$ cat src/rtl/dbus_mem_access_pkg.sv
// ============================================================================
// Module   : dbus_mem_access_pkg
// Brief    : Shared types for the MEM-stage data-bus access unit.
// Revision : 1.0 - initial release
// ============================================================================
`default_nettype none

package dbus_mem_access_pkg;

    localparam int C_DBUS_ADDR_W = 64;
    localparam int C_DBUS_DATA_W = 64;
    localparam int C_DBUS_STRB_W = 8;

    typedef enum logic [2:0] {
        MSIZE_BYTE  = 3'd0,
        MSIZE_HALF  = 3'd1,
        MSIZE_WORD  = 3'd2,
        MSIZE_DWORD = 3'd3
    } msize_t;

    typedef enum logic [1:0] {
        IDLE = 2'd0,
        ADDR = 2'd1,
        DATA = 2'd2,
        DONE = 2'd3
    } dbus_state_t;

    typedef struct packed {
        logic [C_DBUS_ADDR_W-1:0] addr;
        msize_t                   size;
        logic [C_DBUS_STRB_W-1:0] strobe;
        logic [C_DBUS_DATA_W-1:0] data;
    } dbus_req_t;

    typedef struct packed {
        logic                     addr_ok;
        logic                     data_ok;
        logic [C_DBUS_DATA_W-1:0] data;
    } dbus_resp_t;

    // Low address bits that must be zero for an access of the given size
    function automatic logic [2:0] size_mask(input logic [2:0] size);
        case (size)
            MSIZE_BYTE: size_mask = 3'b000;
            MSIZE_HALF: size_mask = 3'b001;
            MSIZE_WORD: size_mask = 3'b011;
            default:    size_mask = 3'b111;
        endcase
    endfunction

endpackage

`default_nettype wire

$ cat src/rtl/dbus_mem_access_align.sv
// ============================================================================
// Module   : mem_align
// Brief    : Store lane shift/strobe generation and load extract/extend.
// Revision : 1.0 - initial release
// ============================================================================
`default_nettype none

module mem_align
    import dbus_mem_access_pkg::*;
(
    input  logic [2:0]  st_offset,
    input  logic [2:0]  st_size,
    input  logic [63:0] st_wdata,
    output logic [7:0]  st_strobe,
    output logic [63:0] st_data,
    input  logic [2:0]  ld_offset,
    input  logic [2:0]  ld_size,
    input  logic        ld_unsigned,
    input  logic        ld_is_store,
    input  logic [63:0] ld_raw,
    output logic [63:0] ld_result
);

    logic [7:0]  w_base_strobe;
    logic [63:0] w_ld_shifted;

    always_comb begin
        case (st_size)
            MSIZE_BYTE: w_base_strobe = 8'h01;
            MSIZE_HALF: w_base_strobe = 8'h03;
            MSIZE_WORD: w_base_strobe = 8'h0F;
            default:    w_base_strobe = 8'hFF;
        endcase
    end

    assign st_strobe    = w_base_strobe << st_offset;
    assign st_data      = st_wdata << {st_offset, 3'b000};
    assign w_ld_shifted = ld_raw >> {ld_offset, 3'b000};

    always_comb begin
        ld_result = 64'd0;
        if (!ld_is_store) begin
            case (ld_size)
                MSIZE_BYTE: ld_result = ld_unsigned ? {56'd0, w_ld_shifted[7:0]}
                                                    : {{56{w_ld_shifted[7]}}, w_ld_shifted[7:0]};
                MSIZE_HALF: ld_result = ld_unsigned ? {48'd0, w_ld_shifted[15:0]}
                                                    : {{48{w_ld_shifted[15]}}, w_ld_shifted[15:0]};
                MSIZE_WORD: ld_result = ld_unsigned ? {32'd0, w_ld_shifted[31:0]}
                                                    : {{32{w_ld_shifted[31]}}, w_ld_shifted[31:0]};
                default:    ld_result = w_ld_shifted;
            endcase
        end
    end

endmodule

`default_nettype wire

$ cat src/rtl/dbus_mem_access.sv
// ============================================================================
// Module   : dbus_mem_access
// Brief    : MEM-stage load/store unit driving the data-bus handshake and Dwait.
// Revision : 1.0 - initial release
// ============================================================================
`default_nettype none

module dbus_mem_access
    import dbus_mem_access_pkg::*;
#(
    parameter int ADDR_W = 64,
    parameter int DATA_W = 64
)
(
    input  logic              clk,
    input  logic              reset,
    input  logic              req_valid,
    input  logic              req_is_store,
    input  logic [ADDR_W-1:0] req_addr,
    input  logic [2:0]        req_size,
    input  logic              req_unsigned,
    input  logic [DATA_W-1:0] req_wdata,
    input  logic              Iwait,
    output logic              dreq_valid,
    output logic [ADDR_W-1:0] dreq_addr,
    output logic [2:0]        dreq_size,
    output logic [7:0]        dreq_strobe,
    output logic [DATA_W-1:0] dreq_data,
    input  logic              dresp_addr_ok,
    input  logic              dresp_data_ok,
    input  logic [DATA_W-1:0] dresp_data,
    output logic              Dwait,
    output logic [DATA_W-1:0] rdata,
    output logic              misaligned
);

    dbus_state_t r_state;
    dbus_state_t w_next;
    dbus_req_t   r_req;
    logic        r_unsigned;
    logic        r_is_store;
    logic [63:0] r_rdata;

    dbus_resp_t  w_resp;
    logic        w_start;
    logic        w_capture;
    logic [7:0]  w_st_strobe;
    logic [63:0] w_st_data;
    logic [63:0] w_ld_result;

    assign w_resp     = '{addr_ok: dresp_addr_ok, data_ok: dresp_data_ok, data: dresp_data};
    assign misaligned = req_valid & (|(req_addr[2:0] & size_mask(req_size)));

    mem_align u_mem_align (
        .st_offset   (req_addr[2:0]),
        .st_size     (req_size),
        .st_wdata    (req_wdata),
        .st_strobe   (w_st_strobe),
        .st_data     (w_st_data),
        .ld_offset   (r_req.addr[2:0]),
        .ld_size     (r_req.size),
        .ld_unsigned (r_unsigned),
        .ld_is_store (r_is_store),
        .ld_raw      (w_resp.data),
        .ld_result   (w_ld_result)
    );

    // A flushed instruction (req_valid dropped) still finishes its bus beat
    // but returns to IDLE without publishing a result.
    always_comb begin
        w_next    = r_state;
        w_start   = 1'b0;
        w_capture = 1'b0;
        case (r_state)
            IDLE: begin
                if (req_valid && !misaligned) begin
                    w_next  = ADDR;
                    w_start = 1'b1;
                end
            end
            ADDR: begin
                if (w_resp.addr_ok) begin
                    if (w_resp.data_ok) begin
                        w_capture = req_valid;
                        if (req_valid) w_next = DONE;
                        else           w_next = IDLE;
                    end else begin
                        w_next = DATA;
                    end
                end
            end
            DATA: begin
                if (w_resp.data_ok) begin
                    w_capture = req_valid;
                    if (req_valid) w_next = DONE;
                    else           w_next = IDLE;
                end
            end
            DONE: begin
                if (!Iwait) w_next = IDLE;
            end
            default: w_next = IDLE;
        endcase
    end

    always_ff @(posedge clk or posedge reset) begin
        if (reset) begin
            r_state    <= IDLE;
            r_req      <= '0;
            r_unsigned <= 1'b0;
            r_is_store <= 1'b0;
            r_rdata    <= 64'd0;
        end else begin
            r_state <= w_next;
            if (w_start) begin
                r_req.addr   <= req_addr;
                r_req.size   <= msize_t'(req_size);
                r_req.strobe <= req_is_store ? w_st_strobe : 8'h00;
                r_req.data   <= w_st_data;
                r_unsigned   <= req_unsigned;
                r_is_store   <= req_is_store;
            end
            if (w_capture) begin
                r_rdata <= w_ld_result;
            end
        end
    end

    assign dreq_valid  = (r_state == ADDR);
    assign dreq_addr   = r_req.addr;
    assign dreq_size   = r_req.size;
    assign dreq_strobe = r_req.strobe;
    assign dreq_data   = r_req.data;
    assign rdata       = r_rdata;
    assign Dwait       = (r_state == ADDR) || (r_state == DATA) ||
                         ((r_state == IDLE) && req_valid && !misaligned);

endmodule

`default_nettype wire

$ cat config.mk
export PLATFORM = sky130hd
export DESIGN_NAME = dbus_mem_access
export DESIGN_NICKNAME = d
export VERILOG_FILES = /design/src/rtl/dbus_mem_access_pkg.sv /design/src/rtl/dbus_mem_access_align.sv /design/src/rtl/dbus_mem_access.sv
export SDC_FILE = /design/constraint.sdc
export NUM_CORES = 1
export LEC_CHECK = 0
export ABC_AREA = 1
export BUFFER_PORTS_ARGS = -buffer_cell sky130_fd_sc_hd__buf_2
export CORE_AREA = 2 2 160 162
export DETAILED_ROUTE_END_ITERATION = 7
export DIE_AREA = 0 0 162 164
export PLACE_DENSITY_LB_ADDON = 0.12
export SYNTH_ARGS = -nofsm -noshare
export SYNTH_HDL_FRONTEND = slang
export SYNTH_HIERARCHICAL = 1
export SYNTH_SLANG_ARGS = --single-unit
$ cat constraint.sdc
create_clock -name clk -period 16.9 [get_ports clk]
set_input_delay 1.69 -clock clk [delete_from_list [all_inputs] [get_ports clk]]
set_output_delay 1.69 -clock clk [all_outputs]
set_load 0.01 [all_outputs]
==> flow_summary_export.csv <==
group,metric,value,unit
worst_setup_path,max_stage_delay,0.62,ns
routing,routed_wl,42.6,mm
clocking,clkLatencyLatePin,0.52,ns
finish,drive_gt1_share,23.9,%
yosys,synthArstFlopShare,100,%
clocking,clock_sinks,207,
finish,mostFrequentLayoutCells,"nand2_1 (692), buf_2 (408), nand3_1 (214)",
clocking,cts_hold_buf,0,
routing,drc,0,
yosys,syn_inst,1853,
min_path,hold_class,"flop to flop",
routing,avgRoutedWirePerCell,17.0,um
clocking,clockBufferDepth,3,
floorplan,die_w,162,um
clocking,h-tree-depth,1,
grt,grt.total_usage,30.8,%
worst_setup_path,required,15.21,ns
placement,finalWeightedCongestion,1.00,
yosys,yosysTopAreaCell,"dfrtp_1",
clocking,post_cts_resized,0,
yosys,syn_area_per_cell,6.94,um2
status,status,"completed",
placement,placed_area,14600,um2
finish,area_growth,19.2,%
worst_setup_path,setup.worst_path.start_class,"input port",
timing,finalMaxSlewViolations,0,
clocking,clock-root-buffer,"clkbuf_16",
grt,grt_max_degree,140,
grt,grt_pass1_wl,65.3,mm
placement,dp_hpwl,30.6,mm
timing,skew,0.0213,ns
yosys,synth.cell_area,12900,um2
grt,overflow,0,
yosys,synth-edff-count,0,
power_and_ir_drop,power.density,182,nW/um2
worst_setup_path,path_class,"input port to primary output",
yosys,synthTopCellsByArea,"dfrtp_1 (40%), nand2_1 (20%), nand3_1 (8.4%), o21ai_0 (4.7%), inv_1 (4.6%)",
timing,setup_tns,0,ns
yosys,yosys_register_bits,207,
clocking,clk_pin_slew,0.06,ns
yosys,synth-warning-count,6,
yosys,syn_nets,2061,
flow_run,maxCapViolCount,0,
routing,first_pass_iters,6,
yosys,yosysTopAreaCellShare,40.3,%
worst_setup_path,slowest_stage,"buf_4",
timing,fin_crit_sh,32.4,%
finish,stdcell_area,15300,um2
clocking,cts_made_buffers,23,
placement,portBuffers,408,
floorplan,rows,58,
yosys,synth_cell_types,37,
timing,setup_viol,0,
timing,setup_slack,11.42,ns
power_and_ir_drop,vdd_ir_drop_max,101,uV
floorplan,dieArea,26600,um2
worst_setup_path,worstPathArrival,3.79,ns
finish,nets,2369,
clocking,cts_tree,"built",
routing,vias,13500,
worst_setup_path,crit_fanout,78,
floorplan,io_pins,409,
worst_setup_path,cp-end-kind,"primary output",
worst_setup_path,cpMostUsedCell,"nand2_1",
floorplan,core-area,24800,um2
grt,grt_pass1_vias,12500,
worst_setup_path,crit_chain,"buf_2 -> buf_4 -> inv_1 -> nand2_1 -> nand2_1 -> nand2_1 -> nand2_4 -> nand2_4 -> nand2_1 -> buf_2",
timing,finalHoldViolations,0,
yosys,synth-seq-area-share,40.3,%
timing,slew_headroom,31.0,%
finish,layout_commonest_cell,"nand2_1",
grt,antenna_found_initial,2,
routing,drt_first_iter_violations,1349,
power_and_ir_drop,power_leakage,8.74,nW
routing,postRouteAntennaNets,0,
clocking,cts_setup_buffers,0,
timing,max_freq,182,MHz
timing,rsz0062_at_grt,"false",
yosys,synth-main-ff-cell,"dfrtp_1",
timing,fin_crit,5.48,ns
floorplan,start_util,51.8,%
timing,worstMarginPinSlew,1.03,ns
routing,vias_per_cell,5.38,
floorplan,dieHeight,164,um
placement,pre_cts_ws,11.45,ns
cells by family (layout without fill, tap and decap cells):
group                    after synthesis  in the layout  synth area share (%)
multiplexers                          24             24                  1.87
buffers and inverters                303            627                  11.3
other                                  0              1                     0
adder cells (fa/ha/maj)                5              5                 0.486
flip-flops                           207            207                  40.3
AND/OR/NAND/NOR                     1036           1036                  34.7
AO/OA/AOI/OAI                        278            278                  11.5
registers in the layout, summed over array words and instances, names as in the netlist:
signal and count:
dreq_addr 64, dreq_data 64, rdata 64, dreq_strobe 8
dreq_size 3, r_state 2, r_is_store 1, r_unsigned 1
cell type report:
cell class / count / area (um2)
inverter: 167 / 639
fill: 2471 / 9480
antenna: 1 / 2.50
timing repair buffer: 419 / 2120
clock inverter: 6 / 57.6
clock buffer: 35 / 661
tap: 330 / 413
sequential: 207 / 5180
multi-input combinational: 1343 / 6260
synthesized netlist by cell type, drive strengths merged (2+ instances only):
cell type  instances
nand2            699
or2               14
o211ai            20
nor3              36
ha                 5
nand3b             2
o21ai            206
buf              103
mux2i             24
clkbuf            33
nor2              67
o22ai              8
a21oi             36
inv              166
nand3            217
dfrtp            207
a211oi             2
a31oi              2
power breakdown:
group	internal [mW]	leakage [nW]	total (mW)	switching, mW
sequential	0.706	2.67	0.829	0.124
clock	0.272	0.344	0.481	0.209
combinational	0.489	5.73	1.47	0.985
critical path: cells and delay by family:
kind                   cells  cell delay (ns)
buffers and inverters      4             0.99
AND/OR/NAND/NOR            6             1.07
metrics by stage:
stage / util [%] / instances / hold WS, ns / power [mW]
after floorplan: - / 1853 / 0.481 / 1.83
after CTS: 61.8 / 2507 / 0.467 / 2.78
final: 61.8 / 2508 / 0.463 / 2.78
after global routing: 61.8 / 2507 / 0.480 / 3.00
after detailed placement: 58.9 / 2466 / 0.453 / 2.29
after global placement: 58.9 / 2466 / 0.448 / 2.27
final timing paths:
path,startpoint,end,slack (ns),cells after the start
max in group asynchronous,reset,r_is_store$_DFFE_PP0P_,13.97,3
min in group asynchronous,reset,rdata[12]$_DFFE_PP0P_,1.39,2
worst min register to register,dreq_addr[8]$_DFFE_PP0P_,dreq_addr[8]$_DFFE_PP0P_,0.46,2
worst max register to register,dreq_addr[0]$_DFFE_PP0P_,rdata[63]$_DFFE_PP0P_,13.63,12
worst min-delay path,dreq_addr[8]$_DFFE_PP0P_,dreq_addr[8]$_DFFE_PP0P_,0.46,2
worst max-delay path,req_addr[0],Dwait,11.42,10
layer usage:
metal / part of all wire [%] / vias up / GRT usage, %
li1: - / 6538 / -
met4: 4.2 / 2 / 13.1
met5: 0.030 / - / 0
met2: 48 / 614 / 52.7
met1: 40 / 6217 / 39.3
met3: 7.6 / 110 / 4.44
(Power assumes the default switching activity.)
